==> config.mk <==
export PLATFORM = sky130hd
export DESIGN_NAME = fmisc_result_buffer
export DESIGN_NICKNAME = d
export VERILOG_FILES = /design/src/rtl/fmisc_result_buffer.sv
export SDC_FILE = /design/constraint.sdc
export NUM_CORES = 1
export LEC_CHECK = 0
export ABC_AREA = 1
export ABC_CLOCK_PERIOD_IN_PS = 4400
export CORE_MARGIN = 4
export CORE_UTILIZATION = 44
export CTS_CLUSTER_DIAMETER = 100
export DETAILED_ROUTE_END_ITERATION = 10
export PLACE_DENSITY = 0.66
export SKIP_LAST_GASP = 1
export SYNTH_ARGS = -nofsm -noshare
export SYNTH_HDL_FRONTEND = slang
export SYNTH_SLANG_ARGS = --single-unit
==> constraint.sdc <==
create_clock -name clk_i -period 4.4 [get_ports clk_i]
set_input_delay 0.44 -clock clk_i [delete_from_list [all_inputs] [get_ports clk_i]]
set_output_delay 0.44 -clock clk_i [all_outputs]
set_load 0.1 [all_outputs]
==> src/rtl/fmisc_result_buffer.sv <==
// rtl/fmisc_result_buffer.sv - FIFO of misc-unit results awaiting register writeback.
// Optional zero-latency bypass when empty: define FMISC_BUFFER_BYPASS_EN.
module fmisc_result_buffer #(
    parameter int DEPTH     = 4,
    parameter int TAG_WIDTH = 6
) (
    input  logic                 clk_i,
    input  logic                 rst_i,
    input  logic                 flush_i,
    input  logic [31:0]          result_i,
    input  logic                 data_valid_i,
    input  logic                 dest_reg_file_i,
    input  logic [4:0]           reg_dest_i,
    input  logic [TAG_WIDTH-1:0] tag_i,
    input  logic                 writeback_ready_i,
    output logic [31:0]          result_o,
    output logic                 data_valid_o,
    output logic                 dest_reg_file_o,
    output logic [4:0]           reg_dest_o,
    output logic [TAG_WIDTH-1:0] tag_o,
    output logic                 full_o,
    output logic                 empty_o,
    output logic                 overflow_o
);

    localparam int AW = $clog2(DEPTH);
    localparam int EW = 32 + 1 + 5 + TAG_WIDTH;
    localparam logic [AW:0] FULL_CNT = (AW+1)'(DEPTH);

    logic [EW-1:0] mem_q [DEPTH];
    logic [AW-1:0] wr_ptr_q, wr_ptr_d;
    logic [AW-1:0] rd_ptr_q, rd_ptr_d;
    logic [AW:0]   count_q, count_d;
    logic          overflow_q, overflow_d;

    logic          full, empty, push, pop, bypass;
    logic [EW-1:0] in_entry, head_entry;

    assign full       = (count_q == FULL_CNT);
    assign empty      = (count_q == '0);
    assign in_entry   = {result_i, dest_reg_file_i, reg_dest_i, tag_i};
    assign head_entry = mem_q[rd_ptr_q];

`ifdef FMISC_BUFFER_BYPASS_EN
    // Empty buffer with a ready consumer: hand the input straight through, store nothing.
    assign bypass = empty & data_valid_i & writeback_ready_i;
    always_comb begin
        data_valid_o = !empty | data_valid_i;
        if (empty)
            {result_o, dest_reg_file_o, reg_dest_o, tag_o} = in_entry;
        else
            {result_o, dest_reg_file_o, reg_dest_o, tag_o} = head_entry;
    end
`else
    assign bypass       = 1'b0;
    assign data_valid_o = !empty;
    assign {result_o, dest_reg_file_o, reg_dest_o, tag_o} = head_entry;
`endif

    assign pop  = !empty & writeback_ready_i;
    assign push = data_valid_i & (!full | pop) & !bypass;

    assign full_o     = full;
    assign empty_o    = empty;
    assign overflow_o = overflow_q;

    always_comb begin
        wr_ptr_d   = wr_ptr_q;
        rd_ptr_d   = rd_ptr_q;
        count_d    = count_q;
        overflow_d = overflow_q | (data_valid_i & full & !pop);
        if (flush_i) begin
            wr_ptr_d = '0;
            rd_ptr_d = '0;
            count_d  = '0;
        end else begin
            if (push)
                wr_ptr_d = wr_ptr_q + 1'b1;
            if (pop)
                rd_ptr_d = rd_ptr_q + 1'b1;
            if (push && !pop)
                count_d = count_q + 1'b1;
            else if (pop && !push)
                count_d = count_q - 1'b1;
        end
    end

    always_ff @(posedge clk_i or posedge rst_i) begin
        if (rst_i) begin
            wr_ptr_q   <= '0;
            rd_ptr_q   <= '0;
            count_q    <= '0;
            overflow_q <= 1'b0;
        end else begin
            wr_ptr_q   <= wr_ptr_d;
            rd_ptr_q   <= rd_ptr_d;
            count_q    <= count_d;
            overflow_q <= overflow_d;
        end
    end

    // Entry storage carries no reset; only the pointers define what is live.
    always_ff @(posedge clk_i) begin
        if (push && !flush_i && !rst_i)
            mem_q[wr_ptr_q] <= in_entry;
    end

endmodule

# Word-level counts from Yosys, hierarchy flattened
# Memories as Yosys holds them, arrays and structs flattened.
# Index checks and enable logic that the tools add are counted.
word_totals:
  n_memories: 1
  out_inout_bits: 48
  input_bits: 49
  regBits: 8
  word_cells: 39
  mem_bits_rw: 176
memory_table:
  columns: ["memory", "depth", "width", "rd", "rd_clocked_by_memory_dff", "wr", "line_no", "rtl"]
  rows:
  - ["mem_q", 4, 44, 1, 0, 1, "30", "logic [EW-1:0] mem_q [DEPTH];"]
classes:
  n_mux: 9
  n_bitwise: 6
  add_sub_neg: 4
  reduce_logical: 14
  n_eq_ne: 1
op_table:
  columns: ["cell", "count"]
  rows:
  - ["3-bit 2-to-1 mux", 3]
  - ["2-bit 2-to-1 mux", 4]
  - ["1-bit logical NOT", 6]
  - ["2-bit by 1-bit adder with 2-bit output, second input constant", 2]
  - ["1-bit bitwise AND", 4]
  - ["1-bit logical AND", 4]
  - ["2-bit nonzero test", 2]
  - ["3-bit by 1-bit adder with 3-bit output, second input constant", 1]
  - ["3-bit == test, second input constant", 1]
  - ["3-bit logical NOT", 1]
  - ["3-bit nonzero test", 1]
  - ["3-bit by 1-bit subtractor with 3-bit output, second input constant", 1]
  - ["1-bit 2-to-1 mux", 2]
  - ["1-bit bitwise OR", 2]

# Logic depth before layout (Yosys ltp)
# Gate-level depths: netlist of the first run.
depth:
  word_depth: 10
  ltp_mapped: 14
  mapped_depth_nobuf: 14

# Worst setup path before layout of the first run
# OpenSTA, ideal clock, no wires.
synth_path:
  path_kind: "flip-flop to flip-flop"
  startpoint: "reg count_q[1]"
  endpoint: "mem mem_q[0][0] in the netlist's numbering (enable)"
  period_less_slack_ns: 3.471
  t_required_ns: 3.955
  setup_time_ns: 0.445
  n_path_buf: 0
  arrival_ns: 3.026
  slack_ns: 0.929
  path_stages_with_launch: 9
  cell_sequence: "dfrtp_1 -> nor2_4 -> nand2_1 -> inv_2 -> nand2_2 -> nand2_2 -> nor2_4 -> nand2_2 -> nor2_1"
synth_between:
  elab_cells_between_ends: 11
  classes_between: "eq/ne: 1; mux: 2; bitwise: 3; reduce/logical: 5"
synth_lines:
  columns: ["element", "line_no", "rtl"]
  rows:
  - ["from (decl)", "33", "logic [AW:0] count_q, count_d;"]
  - ["from (signal assigned)", "97", "count_q <= count_d;"]
  - ["3-bit == test", "39", "assign full = (count_q == FULL_CNT);"]
  - ["named net full_o", "21", "output logic full_o,"]
  - ["1-bit logical NOT", "61", "assign push = data_valid_i & (!full | pop) & !bypass;"]
  - ["1-bit bitwise OR", "61", null]
  - ["1-bit bitwise AND", "61", null]
  - ["1-bit logical AND (2 in a row)", "104", "if (push && !flush_i && !rst_i)"]
  - ["1-bit 2-to-1 mux", "104", null]
  - ["1-bit 2-to-1 mux (implied by the code)", "105", "mem_q[wr_ptr_q] <= in_entry;"]
  - ["to (decl)", "30", null]
# The timed path passes the listed nets, and every way through them passes these cells.

# Final worst setup path of the first run
layout_path:
  startpoint: "reg rd_ptr_q[0]"
  endpoint: "out result_o[21]"
layout_between:
  elab_chain_len: 1
layout_rtl:
  columns: ["element", "line_no", "rtl"]
  rows:
  - ["from (decl)", "32", "logic [AW-1:0] rd_ptr_q, rd_ptr_d;"]
  - ["from (signal assigned)", "96", "rd_ptr_q <= rd_ptr_d;"]
  - ["memory read 4 x 44 bit", null, null]
  - ["to (decl)", "16", "output logic [31:0] result_o,"]
# Every way passes these cells.

==> results by group, run 1 <==
GRT
  – Gr usage total: approximately 17%
  – Largest net degree at the start of global routing: 90
  – First-pass GRT wire length: between 20000 and 25000 um
  – Total grt overflow: 0
  – Vias in the first global route: roughly 4300
  – Initial antenna violation count: 1

Clocking
  – Clock sinks: 184
  – Clk pin slew, worst setup/hold paths: roughly 0.070 ns
  – Clk_lat worst skew: 0.43 ns
  – CTS tree: done
  – Hold_buf cts: 0
  – TritonCTS Buffers: 17
  – H-tree levels: 4
  – CTS root buf: clkbuf_16
  – Maximum buffer depth of the clock tree: 2
  – Post-CTS setup buffer count: 0
  – PostCTS Resize Cnt: 0

Worst setup path
  – CP startpoint: rd_ptr_q[0]
  – Critical path class: reg -> out
  – Crit-path most repeated cell: buf_4
  – Critical Path, Cell by Cell: buf_4 -> o21ai_0 -> o22ai_1 -> buf_4
  – R2R setup slack: around 1.9 ns
  – Reg2Reg Depth: 9
  – Critical path capture point type: output pin
  – Worst r2r src: count_q[0]
  – CP max-delay cell: dfrtp_2
  – Reg2reg end: mem_q[2][15]
  – Worst path required time: a little under 4 ns
  – Data arrival, critical path: roughly 2.7 ns
  – Peak fanout along the critical path: a little under 60
  – Worst path max stage delay: around 0.76 ns
  – Critical Path Start Type: flop

Synthesis
  – Yosys top cell by area: edfxtp_1
  – Number of synthesized register bits: approximately 180
  – Synth Instances: 500
  – Top cells by area, synth: edfxtp_1 (75%), o21ai_0 (5.5%), nor2_1 (5.0%)
  – Post-Syn Area: 7040 um2
  – Net count of the mapped netlist: 554
  – Post-synth top area share: about 75%
  – Sequential area share after synthesis: 77.9%
  – Ys Warns: 0
  – Post-synthesis cell type count: 27
  – Syn_area_per_cell: roughly 14 um2

Timing
  – Max Freq: between 300 and 400 MHz
  – Final Cycle Share: between 70% and 80%
  – Worst slew margin: a little over a third
  – Worst slew pin tran: roughly 0.97 ns
  – Final setup viols: 0
  – Setup_tns: 0 ns
  – Slew Viols, Final: 0
  – Unrepaired setup endpoints after global routing: false
  – Final Hold Fails: 0
  – Final Skew: ~0.0072 ns
  – Min Tclk post-route: ~3.1 ns

Routing
  – # DRC: 0
  – Total Routed Length: roughly 15000 um
  – Via/cell ratio: roughly 5.3
  – DR iter-0 viols: around 370
  – Drt first pass iters: 4
  – Wire per inst: approximately 18 um
  – Final ANT Viol Nets: 0
  – Via Count: around 4300

Hold path
  – Hold crit path type: in -> async

Final layout
  – Most frequent cells in the layout: edfxtp_1 (176), nor2_1 (90), o21ai_0 (77), clkdlybuf4s50_1 (52), buf_4 (52)
  – Diodes inserted: 0
  – Commonest non-fill, non-tap cell in the layout: edfxtp_1
  – Area Overhead vs Synth: 24.4%
  – Layout Nets: between 600 and 700
  – Proportion of layout cells with a drive suffix above 1: between 10% and 20%
  – Final Non-Filler Cells: slightly above 800

Placement
  – DP HPWL: 8570 um
  – Placed cell count: just under 800
  – Port bufs: 96
  – Placer congestion estimate: 0.771

Floorplanning
  – Core ar.: roughly 15000 um2
  – Initial core utilization: 45.6%
  – Die height: between 100 and 150 um
  – FP Rows: between 40 and 50
  – Die Width: approximately 130 um
  – IO Pins: 97
  – Die area: around 18000 um2

Pwr
  – Leakage: ~0.0030 uW
  – Worst VDD drop: between 0.0005 and 0.0006 V
  – PD cells: roughly 710 nW/um2

Flow run
  – Max_cap viols: 0

Outcome
  – Outcome: completed
-- per-stage QoR --
step	power [uW]	area (um2)	utilization [%]	setup WS (ns)	hold slack (ns)
after floorplan	4080	7040	-	0.929	0.271
after global placement	4610	8120	52.6	1.54	0.478
after detailed placement	4630	8120	52.6	1.51	0.467
after CTS	6260	8760	56.8	1.27	0.275
after global routing	6450	8760	56.8	1.04	0.323
final	6210	8760	56.8	1.28	0.280
-- how the worst max path moves through the flow --
stage / to / slack, ns / cells past startpoint
after floorplan: mem_q[0][0] / 0.93 / 8
after global placement: mem_q[2][15] / 1.54 / 8
after detailed placement: mem_q[2][16] / 1.51 / 8
after CTS: tag_o[0] / 1.27 / 4
after global routing: tag_o[0] / 1.04 / 4
final: result_o[21] / 1.28 / 4
-- layer usage --
| layer | vias to the layer above | GRT usage [%] | part of all wire [%] |
|---|---|---|---|
| li1 | 2032 | - | - |
| met2 | 135 | 26.1 | 47 |
| met1 | 2138 | 23.2 | 45 |
| met3 | 21 | 4.51 | 5.4 |
| met5 | - | 0 | 0.054 |
| met4 | 2 | 6.28 | 1.9 |
-- cell type report --
type | instances | area (um2)
clock inverter | 15 | 218
sequential | 184 | 5490
timing repair buffer | 104 | 911
fill | 1233 | 6670
clock buffer | 17 | 425
inverter | 21 | 81.3
tap | 211 | 264
multi-input combinational | 267 | 1370
-- state kept, by name (all words and copies together) (netlist names) --
| signal | count |
|---|---|
| mem_q | 176 |
| wr_ptr_q | 2 |
| count_q | 3 |
| rd_ptr_q | 2 |
| overflow_o | 1 |
-- synth_stat cells --
| cell | number |
|---|---|
| nand4_1 | 1 |
| buf_2 | 6 |
| o21bai_1 | 1 |
| o21ai_0 | 77 |
| inv_2 | 2 |
| nand3_2 | 1 |
| a21oi_1 | 1 |
| xor2_1 | 1 |
| buf_4 | 4 |
| nor3_1 | 1 |
| inv_4 | 1 |
| o21ai_1 | 13 |
| nand2_1 | 16 |
| fa_1 | 1 |
| a21oi_2 | 1 |
| clkbuf_2 | 3 |
| nand2_4 | 2 |
| nor2_1 | 94 |
| nand3_1 | 4 |
| edfxtp_1 | 176 |
| nand2_2 | 3 |
| o22ai_1 | 44 |
| ha_1 | 4 |
| dfrtp_1 | 8 |
| clkbuf_1 | 15 |
| nor2_4 | 2 |
| inv_1 | 18 |
-- worst max-delay path, delay by kind of cell, from the launching register on --
kind / cells / cell delay [ns]
buffers and inverters: 2 / 0.96
flip-flops: 1 / 0.76
AO/OA/AOI/OAI: 2 / 0.50
-- where the power goes --
part	total, uW	switching [uW]	internal (uW)
clock	1630	659	966
combinational	2530	2040	485
sequential	2060	61.4	1990
total	6210	2760	3450
-- cell families after synthesis --
logic type,Yosys count,share of synthesized area (%)
XOR/XNOR,1,0.124
AO/OA/AOI/OAI,137,10.6
flip-flops,184,77.9
AND/OR/NAND/NOR,124,7.36
buffers and inverters,49,3.02
adder cells (fa/ha/maj),5,0.995
Note: power is estimated with default switching activity, not from simulation.
==> run 2, diff against run 1 <==
--- a/config.mk
+++ b/config.mk
@@ -6,12 +6,12 @@
 export NUM_CORES = 1
 export LEC_CHECK = 0
 export ABC_AREA = 1
-export ABC_CLOCK_PERIOD_IN_PS = 4400
+export ABC_CLOCK_PERIOD_IN_PS = 2800
 export CORE_MARGIN = 4
 export CORE_UTILIZATION = 44
 export CTS_CLUSTER_DIAMETER = 100
 export DETAILED_ROUTE_END_ITERATION = 10
-export PLACE_DENSITY = 0.66
+export PLACE_DENSITY = 0.69
 export SKIP_LAST_GASP = 1
 export SYNTH_ARGS = -nofsm -noshare
 export SYNTH_HDL_FRONTEND = slang
==> constraint.sdc (replaced) <==
create_clock -name clk_i -period 2.8 [get_ports clk_i]
set_input_delay 0.28 -clock clk_i [delete_from_list [all_inputs] [get_ports clk_i]]
set_output_delay 0.28 -clock clk_i [all_outputs]
set_load 0.1 [all_outputs]
==> results by group, run 2 (synthesis results as in run 1) <==
Worst setup path
  – Worst path required time: 2.52 ns
  – Critical path class: reg -> out
  – Peak fanout along the critical path: 43
  – Top Family by Delay on Critical Path: buffers and inverters
  – Worst r2r src: count_q[1]
  – CP bufs+invs: 3
  – CP max-delay cell: dfrtp_2
  – Reg2Reg Depth: 9
  – Critical Path Start Type: flop
  – R2R setup slack: around 0.89 ns
  – Reg2reg end: mem_q[1][16]
  – Worst path max stage delay: around 0.43 ns
  – Critical Path, Cell by Cell: inv_4 -> buf_4 -> o21ai_0 -> o22ai_1 -> buf_12
  – Critical path capture point type: output pin
  – Data arrival, critical path: between 2 and 2.5 ns

Placement
  – Placer congestion estimate: 0.769
  – Port bufs: 96
  – DP HPWL: ~9000 um

Pwr
  – Leakage: between 0.003 and 0.004 uW
  – Pwr Total: around 10000 uW
  – PD cells: between 1000 and 1500 nW/um2
  – Worst VDD drop: ~0.00078 V

Timing
  – Final Hold Fails: 0
  – Setup_tns: 0 ns
  – Worst slew margin: roughly 57%
  – Min Tclk post-route: 2.47 ns
  – Max Freq: around 400 MHz
  – Final Cycle Share: about 90%
  – Unrepaired setup endpoints after global routing: false
  – Final Skew: between 0.006 and 0.007 ns
  – Worst slew pin tran: roughly 0.64 ns
  – Slew Viols, Final: 0
  – Final setup viols: 0
  – Hold slack: ~0.23 ns

Final layout
  – Most flops, register: mem_q
  – Layout Nets: 656
  – Diodes inserted: 0
  – Most frequent cells in the layout: edfxtp_1 (176), nor2_1 (90), o21ai_0 (77), clkdlybuf4s50_1 (48), buf_12 (46)
  – Commonest non-fill, non-tap cell in the layout: edfxtp_1
  – Max reg flops: around 180
  – Proportion of layout cells with a drive suffix above 1: around 17%
  – Area Overhead vs Synth: 32.2%
  – Biggest regs: mem_q x176, count_q x3

Floorplanning
  – FP Rows: 45
  – Die Width: roughly 130 um
  – Die height: 135 um
  – Initial core utilization: between 40% and 50%
  – Die area: 18100 um2
  – IO Pins: a little under 100
  – Core ar.: 15400 um2

Clocking
  – TritonCTS Buffers: 17
  – Maximum buffer depth of the clock tree: 2
  – Clk_lat worst skew: roughly 0.42 ns
  – Clk pin slew, worst setup/hold paths: around 0.06 ns
  – H-tree levels: 4
  – Post-CTS setup buffer count: 0
  – CTS tree: done
  – Hold_buf cts: 0
  – Clock sinks: about 180
  – PostCTS Resize Cnt: 0
  – CTS root buf: clkbuf_16

GRT
  – First-pass GRT wire length: 22900 um
  – Gr usage total: ~17%
  – Vias in the first global route: 4322
  – Initial antenna violation count: 0
  – Largest net degree at the start of global routing: 90
  – Total grt overflow: 0

Routing
  – Final ANT Viol Nets: 0
  – Drt first pass iters: 5
  – Via Count: approximately 4300
  – Total Routed Length: 14900 um
  – DR iter-0 viols: around 290
  – Via/cell ratio: approximately 5.3
  – # DRC: 0
  – Wire per inst: 18.0 um

Outcome
  – Outcome: completed

Hold path
  – Hold crit path type: in -> async

Flow run
  – Max_cap viols: 0
run 2: changes by cell type in the layout (fill, tap and decap cells not counted):
cell and delta:
clkinvlp_4 -2, clkinv_2 +4, clkinv_1 +4, buf_12 +46
clkdlybuf4s50_1 -4, buf_4 -36, clkinv_4 -3, inv_6 -3
inv_8 -2, bufinv_16 -1, clkbuf_1 +3, buf_6 +1
run 2: worst reg2reg max path, stage by stage, from the launching register on:
cell and delay, ns:
dfrtp_1 0.42, nor2_4 0.07, nand2_1 0.14, inv_2 0.07, nand2_2 0.08, nand2_2 0.07
nor2_4 0.11, nand2_2 0.16, nor2_4 0.13, buf_4 0.34
run 2: per-layer routing:
metal	vias up	global-route usage, %	wire (um)
met2	149	28.6	7830
li1	2047	-	-
met1	2136	20.6	5890
met5	-	0	0
met4	0	5.26	187
met3	14	4.47	968
run 2: worst max path at each step:
stage | startpoint | end | slack (ns) | cells after the start
final | rd_ptr_q[0] | result_o[15] | 0.33 | 5
after global routing | rd_ptr_q[0] | result_o[19] | 0.17 | 5
after CTS | rd_ptr_q[0] | result_o[11] | 0.16 | 4
after detailed placement | rd_ptr_q[0] | result_o[11] | 0.63 | 4
after global placement | rd_ptr_q[0] | tag_o[1] | 0.65 | 4
after floorplan | count_q[1] | mem_q[0][0] | -0.67 | 8
run 2: layout make-up:
| cell class | count | area [um2] |
|---|---|---|
| inverters | 21 | 81.3 |
| clock buffers | 20 | 437 |
| clock inverters | 12 | 133 |
| well taps | 211 | 264 |
| flip-flops and latches | 184 | 5490 |
| repair buffers | 111 | 1530 |
| fillers | 1189 | 6120 |
| multi-input cells | 267 | 1370 |
run 2: through the flow:
step                      util [%]  instance area (um2)  worst slack [ns]  cells
after floorplan                  -                 7040            -0.671    500
after global placement        56.6                 8730             0.651    794
after detailed placement      56.6                 8730             0.625    794
after CTS                     60.3                 9300             0.159    826
after global routing          60.3                 9310             0.169    826
final                         60.3                 9310             0.330    826
run 2: power breakdown:
part	leakage, uW	total, uW	internal (uW)	switching [uW]
logic	0.00129	4840	1440	3400
registers	0.00169	3190	3140	53.0
clock network	0.000277	2300	1380	914
total	0.00326	10300	5960	4360
